### src/rtl/lfsr_capture.sv
`default_nettype none
// ============================================================================
//  Module      : lfsr_capture
//  Description : Synchronises the GPS 1PPS gate, issues a one-cycle cutoff
//                pulse to the lfsr32 counter, and captures the final count of
//                each complete gate interval into a show-ahead FIFO. Each
//                capture carries a sequence number, and a sticky overflow flag
//                records dropped captures.
//  Revision    : 1.0 - initial release
// ============================================================================
module lfsr_capture #(
    parameter int DEPTH = 4,
    parameter int SEQ_W = 8
) (
    input  logic                     clk,
    input  logic                     rst,
    input  logic                     pps,
    input  logic [31:0]              count,
    output logic                     cutoff,
    output logic [31:0]              out_data,
    output logic [SEQ_W-1:0]         out_seq,
    output logic                     out_valid,
    input  logic                     out_ready,
    output logic [$clog2(DEPTH):0]   level,
    output logic                     overflow,
    input  logic                     clr_ovf
);

    localparam int c_PTR_W = $clog2(DEPTH);
    localparam int c_LVL_W = $clog2(DEPTH) + 1;
    localparam logic [c_LVL_W-1:0] c_FULL = c_LVL_W'(DEPTH);

    // pps synchroniser plus the edge-detect stage
    logic r_s1;
    logic r_s2;
    logic r_s3;

    // gate pulse and gate bookkeeping
    logic             r_cutoff;
    logic             r_first;
    logic [SEQ_W-1:0] r_seq;

    // capture FIFO storage and control
    logic [31:0]        r_mem_data [DEPTH];
    logic [SEQ_W-1:0]   r_mem_seq  [DEPTH];
    logic [c_PTR_W-1:0] r_wr_ptr;
    logic [c_PTR_W-1:0] r_rd_ptr;
    logic [c_LVL_W-1:0] r_level;
    logic               r_overflow;

    logic w_edge;
    logic w_empty;
    logic w_full;
    logic w_push;
    logic w_pop;
    logic w_wr_en;
    logic w_drop;

    // A rising edge is seen when the synchronised level is high but was low
    // one cycle earlier.
    assign w_edge  = r_s2 & ~r_s3;
    assign w_empty = (r_level == '0);
    assign w_full  = (r_level == c_FULL);

    // The partial gate that ends at the first cutoff after reset is ignored.
    assign w_push  = r_cutoff & ~r_first;
    assign w_pop   = ~w_empty & out_ready;

    // A pop on the same edge frees the slot the push needs, so a full FIFO
    // still accepts the capture in that case.
    assign w_wr_en = w_push & (~w_full | w_pop);
    assign w_drop  = w_push & w_full & ~w_pop;

    // Synchroniser resets high so a pps already high at release is not an edge
    always_ff @(posedge clk) begin
        if (rst) begin
            r_s1 <= 1'b1;
            r_s2 <= 1'b1;
            r_s3 <= 1'b1;
        end else begin
            r_s1 <= pps;
            r_s2 <= r_s1;
            r_s3 <= r_s2;
        end
    end

    // Registered one-cycle cutoff pulse on each detected pps rising edge
    always_ff @(posedge clk) begin
        if (rst) begin
            r_cutoff <= 1'b0;
        end else begin
            r_cutoff <= w_edge;
        end
    end

    // First-gate flag and sequence counter; dropped captures still advance it
    always_ff @(posedge clk) begin
        if (rst) begin
            r_first <= 1'b1;
            r_seq   <= '0;
        end else if (r_cutoff) begin
            if (r_first) begin
                r_first <= 1'b0;
            end else begin
                r_seq <= r_seq + SEQ_W'(1);
            end
        end
    end

    // FIFO storage write; contents need no reset because level gates them
    always_ff @(posedge clk) begin
        if (w_wr_en) begin
            r_mem_data[r_wr_ptr] <= count;
            r_mem_seq[r_wr_ptr]  <= r_seq;
        end
    end

    // FIFO pointers and occupancy
    always_ff @(posedge clk) begin
        if (rst) begin
            r_wr_ptr <= '0;
            r_rd_ptr <= '0;
            r_level  <= '0;
        end else begin
            if (w_wr_en) begin
                r_wr_ptr <= r_wr_ptr + c_PTR_W'(1);
            end
            if (w_pop) begin
                r_rd_ptr <= r_rd_ptr + c_PTR_W'(1);
            end
            case ({w_wr_en, w_pop})
                2'b10:   r_level <= r_level + c_LVL_W'(1);
                2'b01:   r_level <= r_level - c_LVL_W'(1);
                default: r_level <= r_level;
            endcase
        end
    end

    // Sticky overflow; a drop in the same cycle as a clear keeps it set
    always_ff @(posedge clk) begin
        if (rst) begin
            r_overflow <= 1'b0;
        end else if (w_drop) begin
            r_overflow <= 1'b1;
        end else if (clr_ovf) begin
            r_overflow <= 1'b0;
        end
    end

    assign cutoff    = r_cutoff;
    assign out_valid = ~w_empty;
    assign out_data  = w_empty ? 32'd0 : r_mem_data[r_rd_ptr];
    assign out_seq   = w_empty ? '0    : r_mem_seq[r_rd_ptr];
    assign level     = r_level;
    assign overflow  = r_overflow;

endmodule
`default_nettype wire

### config.mk
export PLATFORM = sky130hd
export DESIGN_NAME = lfsr_capture
export DESIGN_NICKNAME = d
export VERILOG_FILES = /design/src/rtl/lfsr_capture.sv
export SDC_FILE = /design/constraint.sdc
export NUM_CORES = 1
export LEC_CHECK = 0
export CAP_MARGIN = 20
export CORE_MARGIN = 2
export CORE_UTILIZATION = 57
export CTS_CLUSTER_SIZE = 40
export DETAILED_ROUTE_END_ITERATION = 6
export PLACE_DENSITY = 0.86
export SETUP_SLACK_MARGIN = 0.5
export SLEW_MARGIN = 0
export SYNTH_ARGS = -nofsm -noshare
export SYNTH_HDL_FRONTEND = slang
export SYNTH_SLANG_ARGS = --single-unit
export TNS_END_PERCENT = 1
### constraint.sdc
create_clock -name clk -period 4.8 [get_ports clk]
set_input_delay 0.48 -clock clk [delete_from_list [all_inputs] [get_ports clk]]
set_output_delay 0.48 -clock clk [all_outputs]
set_load 0.05 [all_outputs]
Yosys cells after proc, flatten, opt, wreduce, memory -nomap -nowiden
Memory sizes are Yosys's and may differ from the RTL's. A register that Yosys moved wholly into a read port is not among the register bits. Index checks and enable logic that the tools add are counted.

Memory bits (writable): 160. Register bits after elaboration: 21. Memories kept: 2. Latch bits: 0. Bits of input ports: 37. ROM bits: 0.

Memories: r_mem_data (words 4, bits a word 32, read ports 1, clocked after Yosys merged registers in 1, wr ports 1, RTL line 44) `logic [31:0] r_mem_data [DEPTH];`; r_mem_seq (words 4, bits a word 8, read ports 1, clocked after Yosys merged registers in 1, wr ports 1, RTL line 45) `logic [SEQ_W-1:0] r_mem_seq [DEPTH];`.

Mux-type cells: 11. Add/subtract/negate cells: 5. Div/mod/pow operators: 0. Multipliers: 0. Shift-type cells: 0. Bitwise logic cells: 12. Order comparisons: 0. Reduce and logical (&&, ||, !) cells: 4. Equality and inequality tests: 3.

Operator list (count): two-way mux 32 bit (1); adder 8 x 1 -> 8 bit (second input constant) (1); two-way mux 2 bit (4); two-way mux 8 bit (1); AND 1 bit (6); one-hot mux 3 bit (2 select lines) (1); NOT 1 bit (5); adder 2 x 1 -> 2 bit (second input constant) (2); two-way mux 1 bit (4); nonzero test 2 bit (2); adder 3 x 1 -> 3 bit (second input constant) (1); equality test 3 bit (second input constant) (1); zero test 3 bit (1); subtractor 3 x 1 -> 3 bit (second input constant) (1); equality test 2 x 1 -> 1 bit (second input constant) (1); equality test 2 bit (second input constant) (1); AND reduction 2 bit (1); OR 1 bit (1).

Logic depth before layout (Yosys ltp)
Gate-level depths: netlist of the first run.

Depth after elaboration: 7. Gate-level depth with buffers: 8. Mapped depth without buffers: 6.

Worst setup path after synthesis of the first run
OpenSTA, ideal clock, no wires.

Path type: register to register. From: reg r_cutoff, in the netlist cutoff. To: mem r_mem_data[0][0] (enable). Period minus slack after synthesis: 2.576 ns. Arrival: 2.175 ns. Path buffers: 1. Cell stages (with the launch flop): 5. Data required time: 4.399 ns. Setup slack: 2.224 ns. Path through: dfxtp_1 > nand2b_1 > buf_2 > nor2_2 > and2_1.

Cells in the longest elaborated chain, start to end: 4.

RTL lines: start, declared (RTL line 39) `logic r_cutoff;`; start signal, assigned (RTL line 92) `r_cutoff <= w_edge;`; AND 1 bit (RTL line 66) `assign w_push = r_cutoff & ~r_first;`; AND 1 bit (RTL line 71) `assign w_wr_en = w_push & (~w_full | w_pop);`; two-way mux 1 bit (RTL line 112) `if (w_wr_en) begin`; two-way mux 1 bit (implied by the code) (RTL line 113) `r_mem_data[r_wr_ptr] <= count;`; end, declared (RTL line 44).

No other way between the ends.

Worst setup path after layout of the first run
From: reg r_level[0], in the netlist level[0]. To: out out_data[18].

Cells in the longest elaborated chain, start to end: 2.

RTL lines: start, declared (RTL line 48) `logic [c_LVL_W-1:0] r_level;`; start signal, assigned (RTL line 132) `2'b10: r_level <= r_level + c_LVL_W'(1);`; start signal, assigned (RTL line 133) `2'b01: r_level <= r_level - c_LVL_W'(1);`; start signal, assigned (RTL line 134) `default: r_level <= r_level;`; zero test 3 bit (RTL line 62) `assign w_empty = (r_level == '0);`; two-way mux 32 bit (RTL line 152) `assign out_data = w_empty ? 32'd0 : r_mem_data[r_rd_ptr];`; end, declared (RTL line 20) `output logic [31:0] out_data,`.

No other way between the ends.

==> impl_metrics.json, run 1 <==
{
  "outcome": "complete, no violations",
  "n_antenna_cell": 0,
  "fin_area_um2": 8750,
  "grt_pass1_wl_um": 19600,
  "peakVddDrop_mv": 0.297,
  "maxCapViolCount": 0,
  "crit_chain": "or3_1 -> buf_4 -> and2_1 -> clkdlybuf4s50_1",
  "syn_inst": 374,
  "startpoint": "level[0]",
  "slowest_delay_ps": 800,
  "dp.cells": 605,
  "cts_tree": "built",
  "first_global_vias": 3764,
  "initial_core_util": 0.590,
  "clk_latency_ps": 430,
  "slew_violations": 0,
  "cp-end-kind": "primary output",
  "rr_endpoint": "level[2]",
  "grt_max_degree": 41,
  "synthTopCellsByArea": "edfxtp_1 67%, mux4_2 13%, dfxtp_1 6.4%, and2_1 3.8%, buf_6 0.94%",
  "cts_resized": 0,
  "htree_levels": 4,
  "post-cts-setup-buffers": 0,
  "fin_ws_ps": 1340,
  "synth.distinct_cells": 44,
  "routed_wl_um": 12600,
  "cts-root-buf": "clkbuf_16",
  "postRouteAntennaNets": 0,
  "fin_util": 0.723,
  "clk_pin_slew_ps": 70,
  "fmax_mhz": 289,
  "fin_tns_setup_ps": 0,
  "cts.hold.buffers_added": 0,
  "track_usage": 0.199,
  "rsz0062_at_grt": "false",
  "antenna_found_initial": 0,
  "final_common_cell": "edfxtp_1",
  "yosys.area.top_type_share": 0.672,
  "die_area_um2": 13500,
  "synth_edf_count": 160,
  "cts.sinks": 183,
  "crit_path_max_fanout": 25,
  "grt_overflow": 0,
  "syn_avg_cell_area_um2": 19.1,
  "synth_area_um2": 7150,
  "ios": 83,
  "worstMarginPinSlew_ps": 1060,
  "critPathRequiredTime_ps": 4320,
  "dp_slack_ps": 1770,
  "fin_crit_sh": 0.721,
  "timing.reg2reg.setup_slack_ps": 2100,
  "synth_nets": 417,
  "place_area_um2": 8070,
  "r2r-start": "level[0]",
  "yosys.area.top_type": "edfxtp_1",
  "crit_type": "flip-flop to primary output",
  "final_layout_size_suffix_gt1_frac": 0.195,
  "route.detailed.drc": 0,
  "core-area_um2": 12100,
  "holdCritPathClass": "flip-flop to flip-flop",
  "cts_buffer_depth": 2,
  "rows": 40,
  "synth_seq_area_share": 0.736,
  "routedWlPerCell_um": 19.7,
  "layout.cells.non_filler": 640,
  "period_needed_ps": 3460,
  "slowest_stage": "clkdlybuf4s50_1",
  "r2r_cells": 5,
  "synthArstFlopShare": 0,
  "setup_viol": 0,
  "pwr_density_cell_nw_per_um2": 366,
  "die_height_um": 116,
  "worstPathArrival_ps": 2980,
  "avgViaCountPerCell": 5.63,
  "via_count": 3601,
  "finalHoldViolCount": 0,
  "synth_seq_cells": 183,
  "first_iter_violations": 250,
  "max_slew_margin": 0.292,
  "dieWidth_um": 116,
  "fin_nets": 502,
  "syn2layout_area_growth_pct": 22.4,
  "io_buffers": 82,
  "fillers": 752,
  "mostFrequentLayoutCells": "160 x edfxtp_1, 82 x clkdlybuf4s50_1, 40 x mux4_2, 40 x and2_1, 21 x dfxtp_1",
  "dr.pass1.iters": 5,
  "worstSetupStartpointType": "flip-flop",
  "yosys_warnings": 0,
  "synth-main-ff-cell": "edfxtp_1",
  "skew_ps": 10.2,
  "place.gp.congestion": 0.697,
  "place_hpwl_um": 7120,
  "leakage_nw": 2.78,
  "cts_buffers": 17,
  "crit_end": "out_data[18]"
}
[worst min-delay path by stage]
stage,startpoint,cells after the start,end,slack (ps)
2_1_floorplan,r_s3,1,cutoff,370
3_3_place_gp,r_s3,1,cutoff,380
3_5_place_dp,r_s1,1,r_s2,390
4_1_cts,r_s1,1,r_s2,410
5_1_grt,r_s1,1,r_s2,420
6_report,r_s3,1,cutoff,410
[sequential cells by signal (all words and copies together), names as in the netlist, 2 cells and up, named ones only]
register,cells
r_rd_ptr,2
r_seq,8
r_mem_seq,32
r_wr_ptr,2
level,3
r_mem_data,128
[synthesized netlist by cell type (3+ instances only)]
library cell and instances:
or2_2 3, dfxtp_1 23, and2_1 44, nand4_1 3, mux4_2 40, edfxtp_1 160, ha_1 5, xor2_1 6
xnor2_1 3, buf_6 6, nand2_1 7, inv_1 5, buf_2 10, nor2_1 16, a21oi_1 5
[where the power goes]
| group | internal, mW | total (mW) | switching, mW |
|---|---|---|---|
| logic | 0.0347 | 0.0653 | 0.0307 |
| clock network | 0.791 | 1.42 | 0.628 |
| registers | 1.72 | 1.72 | 0.00199 |
[stage by stage]
step	total power, mW	hold WS (ps)
after floorplan	1.78	373
after global routing	3.29	424
after detailed placement	1.82	395
after CTS	3.23	411
final	3.21	408
after global placement	1.82	382
[cells by family after synthesis]
| group | Yosys count | share of synthesized area |
|---|---|---|
| AND/OR/NAND/NOR | 93 | 0.0754 |
| multiplexers | 42 | 0.129 |
| buffers and inverters | 25 | 0.0212 |
| adder cells (fa/ha/maj) | 6 | 0.0115 |
| AO/OA/AOI/OAI | 15 | 0.0136 |
| flip-flops | 183 | 0.736 |
| XOR/XNOR | 10 | 0.0133 |
[cell type report]
cell class / count / area (um^2) / share of cell area
repair buffers: 86 / 903 / 0.103
multi-input cells: 166 / 1740 / 0.199
flip-flops and latches: 183 / 5270 / 0.602
clock buffers: 17 / 425 / 0.0486
well taps: 168 / 210 / 0.0240
clock inverters: 15 / 186 / 0.0213
inverters: 5 / 18.8 / 0.00214
[routing by layer]
layer,GRT usage,vias to the layer above,part of all wire
li1,-,1623,-
met1,0.253,1831,0.41
met2,0.344,135,0.52
met3,0.0476,12,0.057
met4,0.0611,0,0.011
met5,0,-,0
[worst max-delay path: cells and delay by family, from the launching register on]
family | cells | cell delay [ps]
simple gates | 2 | 930
buf+inv | 2 | 1140
flops | 1 | 490
Power figures use the tool's default switching activity.
==> run 2: changes to the inputs <==
--- a/config.mk
+++ b/config.mk
@@ -7,10 +7,10 @@
 export LEC_CHECK = 0
 export CAP_MARGIN = 20
 export CORE_MARGIN = 2
-export CORE_UTILIZATION = 57
+export CORE_UTILIZATION = 55
 export CTS_CLUSTER_SIZE = 40
 export DETAILED_ROUTE_END_ITERATION = 6
-export PLACE_DENSITY = 0.86
+export PLACE_DENSITY = 0.84
 export SETUP_SLACK_MARGIN = 0.5
 export SLEW_MARGIN = 0
 export SYNTH_ARGS = -nofsm -noshare
==> constraint.sdc (replaced) <==
create_clock -name clk -period 3.54 [get_ports clk]
set_input_delay 0.354 -clock clk [delete_from_list [all_inputs] [get_ports clk]]
set_output_delay 0.354 -clock clk [all_outputs]
set_load 0.05 [all_outputs]
==> run 2 against run 1 <==
Compared with the run above: total power grew 31%; critical path depth unchanged; routed wire length about the same; non-clock buffer count rose by 6; utilization decreased by 3.2 points; register-to-register slack lost 970 ps; hold slack worse by 3.8 ps; sequential share of layout area is essentially flat; flip-flop and latch count unchanged; critical path type unchanged; largest power group unchanged.
==> impl_metrics.json, run 2 (synthesized netlist as in run 1, its figures left out) <==
{
  "postRouteAntennaNets": 0,
  "clk_pin_slew_ps": 70,
  "io_buffers": 82,
  "cts_buffers": 17,
  "first_iter_violations": 346,
  "setup_viol": 0,
  "regArea_um2": 5270,
  "worstSetupStartpointType": "flip-flop",
  "place_hpwl_um": 7860,
  "place.gp.congestion": 0.760,
  "regMostFlops": "r_mem_data",
  "rsz0062_at_grt": "false",
  "multi_input_area_um2": 1740,
  "grt_overflow": 0,
  "n_antenna_cell": 0,
  "mostFrequentLayoutCells": "160 x edfxtp_1, 82 x clkdlybuf4s50_1, 40 x mux4_2, 40 x and2_1, 21 x dfxtp_1",
  "cts_resized": 1,
  "cts-root-buf": "clkbuf_16",
  "total_power_mw": 4.19,
  "post-cts-setup-buffers": 0,
  "reg_top3": "r_mem_data: 128 flops, r_mem_seq: 32 flops, r_seq: 8 flops",
  "track_usage": 0.199,
  "via_count": 3510,
  "fillers": 803,
  "route.detailed.drc": 0,
  "cts.hold.buffers_added": 0,
  "core-area_um2": 12700,
  "period_needed_ps": 2900,
  "rows": 41,
  "ios": 83,
  "first_global_vias": 3794,
  "cts_tree": "built",
  "layout.cells.non_filler": 650,
  "fin_nets": 508,
  "peakVddDrop_mv": 0.287,
  "fmax_mhz": 345,
  "power.share.switching": 0.189,
  "clockPowerShare": 0.421,
  "worstMarginPinSlew_ps": 735,
  "fin_tns_setup_ps": 0,
  "fin_util": 0.691,
  "skew_ps": 11.0,
  "seqPwrFrac": 0.557,
  "leakage_nw": 2.81,
  "avgViaCountPerCell": 5.40,
  "outcome": "complete, no violations",
  "grt_max_degree": 46,
  "dr.pass1.iters": 4,
  "internal_power_mw": 3.40,
  "antenna_found_initial": 0,
  "finalHoldViolCount": 0,
  "critPathRequiredTime_ps": 3190,
  "clk_latency_ps": 420,
  "crit_path_max_fanout": 14,
  "die_height_um": 118,
  "pwr_density_cell_nw_per_um2": 479,
  "cp-end-kind": "primary output",
  "combinationalPowerShare": 0.021,
  "routed_wl_um": 12600,
  "dieWidth_um": 118,
  "crit_type": "flip-flop to primary output",
  "grt_pass1_wl_um": 20800,
  "holdCritPathClass": "flip-flop to flip-flop",
  "htree_levels": 4,
  "final_common_cell": "edfxtp_1",
  "cts_buffer_depth": 2,
  "syn2layout_area_growth_pct": 22.5,
  "p_sw_uw": 792,
  "timing.reg2reg.setup_slack_ps": 1130,
  "fin_crit_sh": 0.819,
  "slew_violations": 0,
  "die_area_um2": 13900,
  "routedWlPerCell_um": 19.4,
  "worstPathArrival_ps": 2550,
  "initial_core_util": 0.564,
  "final_layout_size_suffix_gt1_frac": 0.203,
  "max_slew_margin": 0.508,
  "largest_reg_flops": 128,
  "dp.cells": 618,
  "cts.sinks": 183,
  "maxCapViolCount": 0
}
-- run 2: worst paths after layout --
kind           endpoint  depth (start not counted)       from
max reg2reg    level[2]                          6   level[0]
min              cutoff                          1       r_s3
min reg2reg      cutoff                          1       r_s3
max          out_seq[7]                          4  flip-flop
-- run 2: metal layers --
layer | share of wire | vias to the layer above | global-route usage
li1 | - | 1631 | -
met1 | 0.41 | 1785 | 0.256
met2 | 0.54 | 87 | 0.336
met3 | 0.042 | 7 | 0.0538
met4 | 0.0079 | 0 | 0.0580
met5 | 0 | - | 0
-- run 2: through the flow --
step | instance area (um^2) | setup slack (ps) | hold WS [ps]
after floorplan | 7150 | 964 | 373
after global placement | 8190 | 947 | 384
after detailed placement | 8190 | 853 | 397
after CTS | 8760 | 599 | 408
after global routing | 8760 | 534 | 437
final | 8760 | 641 | 404
-- run 2: layout make-up --
| type | count | area share |
|---|---|---|
| Tap cell | 172 | 0.0246 |
| Clock buffer | 23 | 0.0581 |
| Multi-Input combinational cell | 166 | 0.199 |
| Sequential cell | 183 | 0.602 |
| Clock inverter | 9 | 0.00686 |
| Inverter | 5 | 0.00214 |
| Timing Repair Buffer | 92 | 0.108 |
-- run 2: worst max-delay path: stages, from the launching register on --
cell and delay, ps:
dfxtp_2 360, buf_4 290, mux4_2 550, and2_1 200, clkdlybuf4s50_1 710
-- run 2: power by group through the flow --
stage / Combinational [mW] / Sequential, mW / Clock, mW
after floorplan: 0.0261 / 2.39 / 0
after global placement: 0.0874 / 2.38 / 0
after detailed placement: 0.0906 / 2.39 / 0
after CTS: 0.0912 / 2.34 / 1.80
after global routing: 0.0974 / 2.34 / 1.89
final: 0.0901 / 2.34 / 1.77
==> patch (settings of run 2) <==
`DEPTH`: 4 -> 8.
--- a/src/rtl/lfsr_capture.sv
+++ b/src/rtl/lfsr_capture.sv
@@ -9,7 +9,7 @@
 //  Revision    : 1.0 - initial release
 // ============================================================================
 module lfsr_capture #(
-    parameter int DEPTH = 4,
+    parameter int DEPTH = 8,
     parameter int SEQ_W = 8
 ) (
     input  logic                     clk,
Ports: changed (resized level); port bits go from 83 to 84. The function was not compared with the original's and may differ.
==> patch against run 2 <==
- total power increased to 2.6 times the old value
- non-clock buffer count rose by 14
- sequential share of layout area rose by 3.7 points
- largest cell class unchanged
- sequential cell count grew 164
- fmax down 11%
- via count grew 88%
- first-iteration DRC count rose by 48%
- area after synthesis up 86%
- setup slack got worse by 370 ps
- final area increased by 82%
- wire length is 110% higher
==> patch: results (changes against run 2) <==
- Status: complete, no violations
- Final hold slack: 402.4 ps (-1.609 ps)
- GRT Overall Usage: 21.71% (+1.8 points)
- Max FO, Critical Path: 27 (+13)
- Post-synth EDFFs: 320 (+100%)
- Worst-path clk slew: roughly 60 ps
- Antenna violations before repair: 1 (+1)
- Internal: 7.444 mW (+120%)
- Ranking of synthesized cells by area: edfxtp_1 72%, mux4_2 14%, dfxtp_1 4.1%
- WP data arrival: 2910 ps (+360 ps)
- Register area share after synthesis: 76.12% (+2.5 points)
- Iteration-0 DRC Markers: 511 (+48%)
- R2r worst-path depth: 8 (+2)
- Largest registers: r_mem_data: 256 flops, r_mem_seq: 64 flops, r_seq: 8 flops
- Clock Path Buffers: 3 (+1)
- VDD IR-drop max: 0.7757 mV (+170%)
- Final WL: 27.00 mm (+110%)
- Synth warn: 0 (unchanged)
- Netlist cell types: 42 (-4.5%)
- Setup slack, reg-to-reg: 920 ps (-210 ps)
- Via density: 6.015 (+11%)
- Share of layout cells above drive strength 1: 22.08% (+1.8 points)
- Worst hold path depth: 2 (+1)
- First-pass GRT wire length: 41.90 mm (+100%)
- Post-synthesis register bit count: 347 (+90%)
- IO buf count: 83 (+1.2%)
- Worst R2R Start: level[2]
- DP HPWL: 15.18 mm (+93%)
- Most frequent cells after synthesis: 320 x edfxtp_1, 80 x mux4_2, 62 x nor2_1
- Slowest stage cell on the critical path: clkdlybuf4s50_1
- CP peak stage delay: around 720 ps
- Leakage power: 4.937 nW (+76%)
- Layout Nets: 794 (+56%)
- Final non-filler cell total: 1098 (+69%)
- Routed Antenna Nets: 0 (unchanged)
- Cells after Synth: 647 (+73%)
- Least-Margin Pin Slew: 924.6 ps (+189.3 ps)
- Ys async rst share: 0% (unchanged)
- Final setup viols: 0 (unchanged)
- Critical R2R Capture: level[2]
- Worst hold path class: in2reg
- Net Count, Synth: 688 (+65%)
- Vias in the first global route: 7011 (+85%)
- # diodes: 0 (unchanged)
- Largest net degree at the start of global routing: 44 (-4.3%)
- Cells after DPL: 1035 (+67%)
- Top FF cell, synth: edfxtp_1
- Hold_sp: pps
- Clock Latency Late Sink: 520 ps (+100 ps)
- Worst Hold Path EP: r_s1
- Clock Skew: 21.48 ps (+10.52 ps)
- CTS Buf Count: 34 (+17)
- CP top delay family: simple AND/OR/NAND/NOR gates
- GP Congestion: 0.7989 (+5.1%)
- Clock root buffer: clkbuf_16
- First drt pass iteration count: 7 (+3)
- Htree depth: 2 (-2)
[patch: cell families after synthesis]
logic type,count (synthesis),share of synthesized area [%]
xor gates and xnor gates,11,0.7226
and+or+nand+nor,104,3.650
adders and majority gates,4,0.3754
buffers and inverters,39,1.333
muxes,124,16.83
DFF,347,76.12
AOI/OAI and AO/OA,18,0.9665
[patch: metal layers]
layer / global-route usage [%] / vias to the layer above / wire, um
met5: 0 / - / 13
met4: 5.455 / 2 / 452
met3: 4.130 / 38 / 1689
met2: 38.29 / 260 / 14440
met1: 28.07 / 3476 / 10400
li1: - / 2829 / -
[patch: metrics by stage]
step | area [um2] | setup slack (ps) | total power, mW
2_1_floorplan | 13350 | -59.62 | 6.371
3_3_place_gp | 14780 | 700.0 | 7.222
3_5_place_dp | 14780 | 611.1 | 7.259
4_1_cts | 15900 | 252.2 | 10.79
5_1_grt | 15900 | 172.3 | 11.04
6_report | 15900 | 273.8 | 10.72
[patch: worst max path at each step]
stage,startpoint,endpoint,slack [ps],depth (start not counted)
after floorplan,level[1],r_mem_data[2][0],-60,6
after global placement,flip-flop,out_data[4],700,5
after detailed placement,out_ready,r_mem_data[0][13],610,6
after CTS,flip-flop,out_seq[4],250,5
after global routing,level[2],out_seq[6],170,5
final,level[2],out_seq[2],270,5
[patch: layout make-up]
type | instances | area, um2
Clock buffer | 47 | 942.2
Timing Repair Buffer | 106 | 1150
Multi-Input combinational cell | 261 | 3074
Clock inverter | 15 | 165.2
Fill cell | 1468 | 7710
Inverter | 3 | 13.76
Sequential cell | 347 | 10160
Tap cell | 319 | 399.1
[patch: repair_timing]
action                                  in CTS  in global routing
hold buffers                                 0                  0
gates resized for setup                      1                  1
setup buffers                                1                  0
endpoints found under the hold margin        0                  0
endpoints found under the setup margin      40                 41
[patch: power by group through the flow]
| stage | Clock [mW] | Combinational (mW) | Sequential [mW] |
|---|---|---|---|
| after floorplan | 0 | 1.73 | 4.64 |
| after global placement | 0 | 2.60 | 4.62 |
| after detailed placement | 0 | 2.64 | 4.62 |
| after CTS | 3.60 | 2.67 | 4.53 |
| after global routing | 3.75 | 2.76 | 4.53 |
| final | 3.55 | 2.64 | 4.53 |
